### config.mk
export PLATFORM = sky130hd
export DESIGN_NAME = collision_checker_seq_flat
export DESIGN_NICKNAME = d
export VERILOG_FILES = /design/src/rtl/tetris_pkg.sv /design/src/rtl/collision_checker_seq_if.sv /design/src/rtl/collision_row_eval.sv /design/src/rtl/collision_checker_seq.sv /design/src/flat_wrapper.sv
export SDC_FILE = /design/constraint.sdc
export NUM_CORES = 1
export LEC_CHECK = 0
export ABC_AREA = 1
export CAP_MARGIN = 20
export CORE_AREA = 2 2 179 181
export DETAILED_ROUTE_END_ITERATION = 12
export DIE_AREA = 0 0 181 183
export GPL_ROUTABILITY_DRIVEN = 0
export PLACE_DENSITY_LB_ADDON = 0.08
export REMOVE_ABC_BUFFERS = 1
export SLEW_MARGIN = 25
export SYNTH_ARGS = -nofsm -noshare
export SYNTH_HDL_FRONTEND = slang
export SYNTH_SLANG_ARGS = --single-unit
### constraint.sdc
create_clock -name clk -period 5.7 [get_ports clk]
set_input_delay 1.425 -clock clk [delete_from_list [all_inputs] [get_ports clk]]
set_output_delay 1.425 -clock clk [all_outputs]
set_load 0.1 [all_outputs]
### src/rtl/tetris_pkg.sv
// -----------------------------------------------------------------------------
// tetris_pkg
// Shared definitions for the board/piece collision logic.
//   - DEF_BOARD_W / DEF_BOARD_H / DEF_PIECE_N / DEF_POS_W : default geometry
//   - state_t   : collision checker FSM states (IDLE / SCAN / DONE)
//   - hit_t     : the four collision cause flags, packed
//   - static_idx: linear index of board cell (x, y) in the occupancy vector
// -----------------------------------------------------------------------------
package tetris_pkg;

    localparam int DEF_BOARD_W = 10;
    localparam int DEF_BOARD_H = 20;
    localparam int DEF_PIECE_N = 4;
    localparam int DEF_POS_W   = 6;

    typedef enum logic [1:0] {
        IDLE = 2'd0,
        SCAN = 2'd1,
        DONE = 2'd2
    } state_t;

    typedef struct packed {
        logic left;
        logic right;
        logic bottom;
        logic block;
    } hit_t;

    // Occupancy is stored row-major with row 0 at the board bottom.
    function automatic int static_idx(input int x, input int y, input int board_w);
        return y * board_w + x;
    endfunction

endpackage

### src/rtl/collision_checker_seq_if.sv
// -----------------------------------------------------------------------------
// collision_checker_seq_if
// Request/response bus of the sequential collision checker.
//
// Handshake: a transfer happens on a rising clk edge where the producer's
// *_valid and the consumer's *_ready are both high. The producer keeps its
// payload stable while valid is high; the checker holds resp_valid and the
// verdict (valid, hit_*) stable until resp_ready is seen.
//
// Signals:
//   req_valid / req_ready   request handshake (requester -> checker)
//   pos_x, pos_y            signed anchor = window top-right cell
//   float                   N*N pattern, bit r*N+c = window row r, column c
//   static_bits             board occupancy snapshot, bit y*BOARD_W+x
//   resp_valid / resp_ready response handshake (checker -> requester)
//   valid                   1 = no collision
//   hit_left/right/bottom/block  collision causes
//
// Modports: master = requester (game control FSM), slave = the checker.
// -----------------------------------------------------------------------------
interface collision_checker_seq_if #(
    parameter int BOARD_W = 10,
    parameter int BOARD_H = 20,
    parameter int PIECE_N = 4,
    parameter int POS_W   = 6
);

    logic                         req_valid;
    logic                         req_ready;
    logic signed [POS_W-1:0]      pos_x;
    logic signed [POS_W-1:0]      pos_y;
    logic [PIECE_N*PIECE_N-1:0]   float;
    logic [BOARD_W*BOARD_H-1:0]   static_bits;
    logic                         resp_valid;
    logic                         resp_ready;
    logic                         valid;
    logic                         hit_left;
    logic                         hit_right;
    logic                         hit_bottom;
    logic                         hit_block;

    modport master (
        output req_valid, pos_x, pos_y, float, static_bits, resp_ready,
        input  req_ready, resp_valid, valid,
               hit_left, hit_right, hit_bottom, hit_block
    );

    modport slave (
        input  req_valid, pos_x, pos_y, float, static_bits, resp_ready,
        output req_ready, resp_valid, valid,
               hit_left, hit_right, hit_bottom, hit_block
    );

endinterface

### src/rtl/collision_row_eval.sv
// -----------------------------------------------------------------------------
// collision_row_eval
// Combinational check of one window row against the board.
//
// Ports:
//   row_bits_i  PIECE_N pattern bits of this row (bit c = window column c)
//   row_y_i     signed board row of this window row
//   anchor_x_i  signed anchor column (window top-right cell)
//   static_i    board occupancy snapshot, bit y*BOARD_W+x
//   hit_o       cause flags for this row
// -----------------------------------------------------------------------------
module collision_row_eval
    import tetris_pkg::*;
#(
    parameter int BOARD_W = DEF_BOARD_W,
    parameter int BOARD_H = DEF_BOARD_H,
    parameter int PIECE_N = DEF_PIECE_N,
    parameter int POS_W   = DEF_POS_W
) (
    input  logic [PIECE_N-1:0]         row_bits_i,
    input  logic signed [POS_W:0]      row_y_i,
    input  logic signed [POS_W-1:0]    anchor_x_i,
    input  logic [BOARD_W*BOARD_H-1:0] static_i,
    output hit_t                       hit_o
);

    localparam int IDX_W = $clog2(BOARD_W * BOARD_H);

    always_comb begin
        int               xi;
        int               yi;
        logic [IDX_W-1:0] idx;
        hit_o = '0;
        xi    = 0;
        idx   = '0;
        // Coordinates are held in int, which is wider than POS_W+1, so the
        // arithmetic never wraps for any legal anchor.
        yi = int'(row_y_i);
        for (int c = 0; c < PIECE_N; c++) begin
            xi = int'(anchor_x_i) - (PIECE_N - 1) + c;
            if (row_bits_i[c]) begin
                if (xi < 0)        hit_o.left   = 1'b1;
                if (xi >= BOARD_W) hit_o.right  = 1'b1;
                if (yi < 0)        hit_o.bottom = 1'b1;
                // Only in-board cells index the snapshot; rows above the
                // board (spawn zone) are legal and never flagged.
                if (xi >= 0 && xi < BOARD_W && yi >= 0 && yi < BOARD_H) begin
                    idx = IDX_W'(static_idx(xi, yi, BOARD_W));
                    if (static_i[idx]) hit_o.block = 1'b1;
                end
            end
        end
    end

endmodule

### src/rtl/collision_checker_seq.sv
// -----------------------------------------------------------------------------
// collision_checker_seq
// Multi-cycle piece/board collision check. Accepts one request (anchor,
// N x N pattern, board snapshot), scans one window row per clock and returns
// a registered verdict with per-cause flags.
//
// Ports:
//   clk          system clock
//   rst          synchronous active-high reset (aborts a scan in flight)
//   bus          collision_checker_seq_if.slave request/response bus
//   state_dbg_o  current FSM state
//
// Timing: request accepted at edge t, resp_valid high from edge t+N+1.
// Row r is evaluated in the cycle after edge t+r and its flags are
// registered; the accumulated flags absorb that row one edge later.
//
// Build option: `define COLLISION_EARLY_EXIT_EN to leave SCAN at the end of
// the first cycle whose accumulated flags are non-zero (latency row+2, flags
// cover only the rows scanned). Undefined: full scan, fixed latency N+1.
// -----------------------------------------------------------------------------
module collision_checker_seq
    import tetris_pkg::*;
#(
    parameter int BOARD_W = DEF_BOARD_W,
    parameter int BOARD_H = DEF_BOARD_H,
    parameter int PIECE_N = DEF_PIECE_N,
    parameter int POS_W   = DEF_POS_W
) (
    input  logic                   clk,
    input  logic                   rst,
    collision_checker_seq_if.slave bus,
    output state_t                 state_dbg_o
);

    // Counter runs 0..PIECE_N: values 0..N-1 select a row, N is the drain
    // cycle in which the last row's registered flags are accumulated.
    localparam int CNT_W  = $clog2(PIECE_N + 1);
    localparam int ROWS_P = 2 ** CNT_W;

`ifdef COLLISION_EARLY_EXIT_EN
    localparam bit EARLY_EXIT = 1'b1;
`else
    localparam bit EARLY_EXIT = 1'b0;
`endif

    state_t                     state_q;
    logic                       req_ready_q;
    logic                       resp_valid_q;
    logic                       valid_q;
    hit_t                       hit_q;
    hit_t                       hit_d;
    hit_t                       row_hit_q;
    hit_t                       row_hit;
    logic [CNT_W-1:0]           cnt_q;
    logic signed [POS_W-1:0]    pos_x_q;
    logic signed [POS_W-1:0]    pos_y_q;
    logic [PIECE_N*PIECE_N-1:0] float_q;
    logic [BOARD_W*BOARD_H-1:0] static_q;
    logic signed [POS_W:0]      row_y;
    logic [PIECE_N-1:0]         float_rows [ROWS_P];

    // Pattern viewed as rows, padded with empty rows so the counter can
    // index it directly, including the drain value.
    for (genvar r = 0; r < ROWS_P; r++) begin : g_rows
        if (r < PIECE_N) begin : g_used
            assign float_rows[r] = float_q[r*PIECE_N +: PIECE_N];
        end else begin : g_pad
            assign float_rows[r] = '0;
        end
    end

    always_comb begin
        row_y = (POS_W+1)'(int'(pos_y_q) - (PIECE_N - 1) + int'(cnt_q));
    end

    collision_row_eval #(
        .BOARD_W (BOARD_W),
        .BOARD_H (BOARD_H),
        .PIECE_N (PIECE_N),
        .POS_W   (POS_W)
    ) u_row_eval (
        .row_bits_i (float_rows[cnt_q]),
        .row_y_i    (row_y),
        .anchor_x_i (pos_x_q),
        .static_i   (static_q),
        .hit_o      (row_hit)
    );

    always_comb begin
        hit_d = hit_t'(hit_q | row_hit_q);
    end

    always_ff @(posedge clk) begin
        if (rst) begin
            state_q      <= IDLE;
            req_ready_q  <= 1'b1;
            resp_valid_q <= 1'b0;
            valid_q      <= 1'b1;
            hit_q        <= '0;
            row_hit_q    <= '0;
            cnt_q        <= '0;
            pos_x_q      <= '0;
            pos_y_q      <= '0;
            float_q      <= '0;
            static_q     <= '0;
        end else begin
            case (state_q)
                IDLE: begin
                    if (bus.req_valid && req_ready_q) begin
                        pos_x_q     <= bus.pos_x;
                        pos_y_q     <= bus.pos_y;
                        float_q     <= bus.float;
                        static_q    <= bus.static_bits;
                        hit_q       <= '0;
                        row_hit_q   <= '0;
                        valid_q     <= 1'b1;
                        cnt_q       <= '0;
                        req_ready_q <= 1'b0;
                        state_q     <= SCAN;
                    end
                end
                SCAN: begin
                    hit_q     <= hit_d;
                    row_hit_q <= row_hit;
                    cnt_q     <= cnt_q + CNT_W'(1);
                    if (cnt_q == CNT_W'(PIECE_N) || (EARLY_EXIT && hit_d != '0)) begin
                        valid_q      <= (hit_d == '0);
                        resp_valid_q <= 1'b1;
                        state_q      <= DONE;
                    end
                end
                DONE: begin
                    if (bus.resp_ready) begin
                        resp_valid_q <= 1'b0;
                        req_ready_q  <= 1'b1;
                        state_q      <= IDLE;
                    end
                end
                default: begin
                    state_q <= IDLE;
                end
            endcase
        end
    end

    assign bus.req_ready  = req_ready_q;
    assign bus.resp_valid = resp_valid_q;
    assign bus.valid      = valid_q;
    assign bus.hit_left   = hit_q.left;
    assign bus.hit_right  = hit_q.right;
    assign bus.hit_bottom = hit_q.bottom;
    assign bus.hit_block  = hit_q.block;
    assign state_dbg_o    = state_q;

endmodule

### src/flat_wrapper.sv
// flat-port wrapper written by rule: the top's interface ports become plain ports
module collision_checker_seq_flat import tetris_pkg::*;
#(
    parameter int BOARD_W = DEF_BOARD_W,
    parameter int BOARD_H = DEF_BOARD_H,
    parameter int PIECE_N = DEF_PIECE_N,
    parameter int POS_W   = DEF_POS_W
)
  (clk, rst, state_dbg_o, bus_req_valid, bus_pos_x, bus_pos_y, bus_float, bus_static_bits, bus_resp_ready, bus_req_ready, bus_resp_valid, bus_valid, bus_hit_left, bus_hit_right, bus_hit_bottom, bus_hit_block);
  collision_checker_seq_if #(.BOARD_W(BOARD_W), .BOARD_H(BOARD_H), .PIECE_N(PIECE_N), .POS_W(POS_W)) bus_i ();
  input  logic clk;
  input  logic rst;
  output state_t state_dbg_o;
  input wire logic [$bits(bus_i.req_valid)-1:0] bus_req_valid;
  input wire logic [$bits(bus_i.pos_x)-1:0] bus_pos_x;
  input wire logic [$bits(bus_i.pos_y)-1:0] bus_pos_y;
  input wire logic [$bits(bus_i.float)-1:0] bus_float;
  input wire logic [$bits(bus_i.static_bits)-1:0] bus_static_bits;
  input wire logic [$bits(bus_i.resp_ready)-1:0] bus_resp_ready;
  output wire logic [$bits(bus_i.req_ready)-1:0] bus_req_ready;
  output wire logic [$bits(bus_i.resp_valid)-1:0] bus_resp_valid;
  output wire logic [$bits(bus_i.valid)-1:0] bus_valid;
  output wire logic [$bits(bus_i.hit_left)-1:0] bus_hit_left;
  output wire logic [$bits(bus_i.hit_right)-1:0] bus_hit_right;
  output wire logic [$bits(bus_i.hit_bottom)-1:0] bus_hit_bottom;
  output wire logic [$bits(bus_i.hit_block)-1:0] bus_hit_block;
  assign bus_i.req_valid = bus_req_valid;
  assign bus_i.pos_x = bus_pos_x;
  assign bus_i.pos_y = bus_pos_y;
  assign bus_i.float = bus_float;
  assign bus_i.static_bits = bus_static_bits;
  assign bus_i.resp_ready = bus_resp_ready;
  assign bus_req_ready = bus_i.req_ready;
  assign bus_resp_valid = bus_i.resp_valid;
  assign bus_valid = bus_i.valid;
  assign bus_hit_left = bus_i.hit_left;
  assign bus_hit_right = bus_i.hit_right;
  assign bus_hit_bottom = bus_i.hit_bottom;
  assign bus_hit_block = bus_i.hit_block;
  collision_checker_seq #(.BOARD_W(BOARD_W), .BOARD_H(BOARD_H), .PIECE_N(PIECE_N), .POS_W(POS_W)) u_core (.clk(clk), .rst(rst), .bus(bus_i), .state_dbg_o(state_dbg_o));
endmodule
==> run_results.csv <==
group,metric,value,unit
status,status,"finished, final reports clean",
floorplanning,chipWidth,181,microns
cts,cts-htree-levels,1,
logic_synthesis,synth_seq_cells,244,
cts,clk_root_buffer_cell,"sky130_fd_sc_hd__clkbuf_16",
timing,hold_viol_final,0,
critical_path,timing.critical_path.fanout_max,16,
global_route,number_of_antenna_violations_at_the_first_check_in_global_routing,0,
floorplanning,initial_standard_cell_utilization_of_the_core,55.0,%
route,wire_per_inst,17.8,microns
logic_synthesis,post_synth_inst_count,2818,
route,first_pass_iters,8,
cts,clkSinkCount,244,
critical_path,worst_setup_path_endpoint,"u_core.row_hit_q[0]$_SDFFE_PP0P_",
placement,place_worst_setup_slack,0.571,ns
cts,clock_insertion_delay_at_the_later_pin_of_the_skew_report,0.56,ns
layout,post_layout_nonfiller_instances,3330,
timing,fmax,0.192,GHz
logic_synthesis,synth.cell_area,17200,sq um
route,vias,20200,
logic_synthesis,adder_and_majority_cell_fraction_of_the_synthesized_area,4.49,%
logic_synthesis,synth_compound_area_share,14.9,%
global_route,grt_first_pass_wirelength,94300,microns
critical_path,timing.critical_path.from_type,"register",
route,wl,59300,microns
floorplanning,floorplan.core_area,31200,sq um
power_and_ir_drop,vdd_ir_drop_max,399,uV
floorplanning,boundaryPins,241,
placement,port_buffers,240,
layout,layout.cells.most_common,"sky130_fd_sc_hd__nand3_1",
layout,layout_nets,3199,
logic_synthesis,synth_sequential_area_ratio,28.4,%
global_route,use_met2,54.2,%
logic_synthesis,synth_simple_gate_area_share,42.0,%
placement,detailedPlacementHpwl,39800,microns
timing,timing.final.crit_share,91.5,%
critical_path,setup.worst_path.start,"u_core.cnt_q[0]$_SDFFE_PP0P_",
critical_path,worst_path_max_delay_cell,"sky130_fd_sc_hd__dfxtp_1",
timing,final_critical_path_setup_slack,0.485,ns
critical_path,r2r_start,"u_core.cnt_q[0]$_SDFFE_PP0P_",
logic_synthesis,post_syn_area_per_cell,6.10,sq um
route,drt_drc_violations_left,0,
floorplanning,die_h,183,microns
timing,fin_worst_hold_slack,0.459,ns
logic_synthesis,synth_mux_area_share,0,%
timing,slew_headroom,28.1,%
critical_path,setup.reg_to_reg.worst_slack,0.49,ns
route,first_iter_violations,2961,
layout,num_antenna_cells,0,
global_route,grt.met3_usage,7.80,%
floorplanning,fp.dieArea,33100,sq um
cts,post_cts_hold_buffer_count,0,
cts,clock_tree.buffer_depth,3,
worst_hold_path,worst_hold_path_type,"register to register",
cts,cts.clk_slew.worst_paths,0.07,ns
critical_path,regToRegEndpoint,"u_core.row_hit_q[0]$_SDFFE_PP0P_",
logic_synthesis,synth_top_area_share,28.4,%
critical_path,r2r_cells,28,
logic_synthesis,synth-warning-count,0,
route,remaining_antenna_violation_count,0,
critical_path,worst_endpoint_required_time,6.12,ns
route,route.detailed.vias_per_inst,6.07,
floorplanning,num_rows,65,
layout,post_route_cells_drive_above_1_share,3.45,%
cts,tritoncts_clock_tree,"done",
flow_run,max_cap_viol_count,0,
layout,layout_common_cells,"650 x sky130_fd_sc_hd__nand3_1, 610 x sky130_fd_sc_hd__nand2_1, 362 x sky130_fd_sc_hd__nor2_1, 269 x sky130_fd_sc_hd__o21ai_0, 243 x sky130_fd_sc_hd__dfxtp_1",
cts,post_cts_resize_count,0,
logic_synthesis,postSynth.asyncResetShare,0,%
logic_synthesis,synth_edf_count,0,
logic_synthesis,synth.top_cells.by_area,"sky130_fd_sc_hd__dfxtp_1 28%, sky130_fd_sc_hd__nand3_1 19%, sky130_fd_sc_hd__nand2_1 13%",
logic_synthesis,synthesized_area_fraction_occupied_by_xor_and_xnor_cells,1.17,%
power_and_ir_drop,total_power,11.3,mW
critical_path,critPathArrivalTime,5.64,ns
power_and_ir_drop,p_per_area,553,nW/um^2
timing,finalCriticalPeriod,5.21,ns
timing,rsz_0062_raised_after_global_routing,"false",
timing,worst_clock_skew,0.0188,ns
critical_path,timing.critical_path.mode_cell,"sky130_fd_sc_hd__inv_1",
cts,cts_setup_buffers,0,
timing,tightestPinTransition,1.08,ns
placement,numPlacedInstances,3283,
global_route,first_global_vias,18600,
logic_synthesis,synth_top_family_by_area,"simple AND/OR/NAND/NOR gates",
global_route,gr-usage-all-layers,34.8,%
logic_synthesis,yosys.cell_types.count,41,
logic_synthesis,yosysTopAreaCell,"sky130_fd_sc_hd__dfxtp_1",
timing,final-max-slew-violation-count,0,
global_route,globalRoute.busiestLayer,"met2",
global_route,grt_max_degree,232,
timing,setup_viol,0,
global_route,grt.met1_usage,45.6,%
logic_synthesis,ys.flop_type,"sky130_fd_sc_hd__dfxtp_1",
critical_path,crit_type,"register to register",
layout,flow.area_growth_from_synthesis,18.4,%
power_and_ir_drop,p_leak,8.56,nW
critical_path,slowest_stage_delay_cp,0.60,ns
critical_path,timing.critical_path.to_type,"register",
cts,total_clock_buffers_created_by_cts,25,
global_route,grt_overflow_total,0,
worst min path at each step:
stage	startpoint	cells after the start	endpoint
finish	u_core.float_q[6]$_SDFFE_PP0P_	2	u_core.float_q[6]$_SDFFE_PP0P_
floorplan	u_core.float_q[12]$_SDFFE_PP0P_	2	u_core.float_q[12]$_SDFFE_PP0P_
detailed placement	u_core.float_q[6]$_SDFFE_PP0P_	2	u_core.float_q[6]$_SDFFE_PP0P_
global route	u_core.float_q[6]$_SDFFE_PP0P_	2	u_core.float_q[6]$_SDFFE_PP0P_
CTS	u_core.float_q[6]$_SDFFE_PP0P_	2	u_core.float_q[6]$_SDFFE_PP0P_
global placement	u_core.float_q[12]$_SDFFE_PP0P_	2	u_core.float_q[12]$_SDFFE_PP0P_
sequential cells by signal, summed over array words and instances, names as in the netlist, 2 cells and up:
register            flops
u_core.row_hit_q        4
u_core.pos_x_q          6
u_core.float_q         16
u_core.cnt_q            3
u_core.pos_y_q          6
u_core.static_q       200
u_core.state_dbg_o      2
synthesized netlist by cell type, types with 2 or more instances:
library cell                  n
sky130_fd_sc_hd__o21ai_0    269
sky130_fd_sc_hd__xnor2_1     12
sky130_fd_sc_hd__buf_2       35
sky130_fd_sc_hd__nand2_1    610
sky130_fd_sc_hd__nand3b_1     8
sky130_fd_sc_hd__nand2_2      3
sky130_fd_sc_hd__a21oi_1    105
sky130_fd_sc_hd__nor2_1     362
sky130_fd_sc_hd__dfxtp_1    244
sky130_fd_sc_hd__ha_1        52
sky130_fd_sc_hd__nand3_1    651
sky130_fd_sc_hd__o2111ai_1    2
sky130_fd_sc_hd__nor3_1       6
sky130_fd_sc_hd__nand2_4      2
sky130_fd_sc_hd__o211ai_1    75
sky130_fd_sc_hd__xor2_1      11
sky130_fd_sc_hd__nand3_2      4
sky130_fd_sc_hd__clkbuf_1   122
sky130_fd_sc_hd__buf_6       10
sky130_fd_sc_hd__buf_4       17
sky130_fd_sc_hd__buf_1       17
sky130_fd_sc_hd__inv_2        6
sky130_fd_sc_hd__inv_1      150
sky130_fd_sc_hd__or2_2        4
sky130_fd_sc_hd__fa_1         6
sky130_fd_sc_hd__nand4_1     10
sky130_fd_sc_hd__o21ai_1     11
worst max-delay path: cells and delay by family (launching register included):
kind	cells	cell delay [ns]
AO/OA/AOI/OAI	3	0.34
XOR/XNOR	2	0.67
adder cells (fa/ha/maj)	7	2.11
buffers and inverters	6	0.53
flip-flops	1	0.60
AND/OR/NAND/NOR	10	0.84
where the power goes:
| part | internal (mW) | switching (mW) |
|---|---|---|
| logic | 2.36 | 5.09 |
| registers | 1.88 | 0.149 |
| clock network | 1.04 | 0.749 |
cell families (layout without fill, tap and decap cells):
logic type,after synthesis,after routing
fa+ha+maj,58,58
compound gates,469,469
flops,244,244
buf+inv,360,470
simple gates,1664,1664
xor+xnor,23,23
stage by stage:
| step | utilization, % | TNS, ns | instance area, sq um |
|---|---|---|---|
| floorplan | - | -883.60 | 16200 |
| global placement | 62.2 | 0 | 19400 |
| detailed placement | 62.2 | 0 | 19400 |
| CTS | 65.0 | 0 | 20300 |
| global route | 65.1 | 0 | 20300 |
| finish | 65.1 | 0 | 20300 |
routing by layer:
metal | up-vias | share of wire, %
li1 | 9655 | -
met1 | 9030 | 40
met2 | 1246 | 43
met3 | 273 | 12
met4 | 0 | 5.2
met5 | - | 0
cell type report:
| class | count | area (sq um) |
|---|---|---|
| inverter | 158 | 601 |
| timing repair buffer | 266 | 2700 |
| fill | 2865 | 10900 |
| multi-input combinational | 2214 | 10800 |
| clock inverter | 14 | 171 |
| tap | 402 | 503 |
| clock buffer | 32 | 723 |
| sequential | 244 | 4890 |
(Power assumes the default switching activity.)
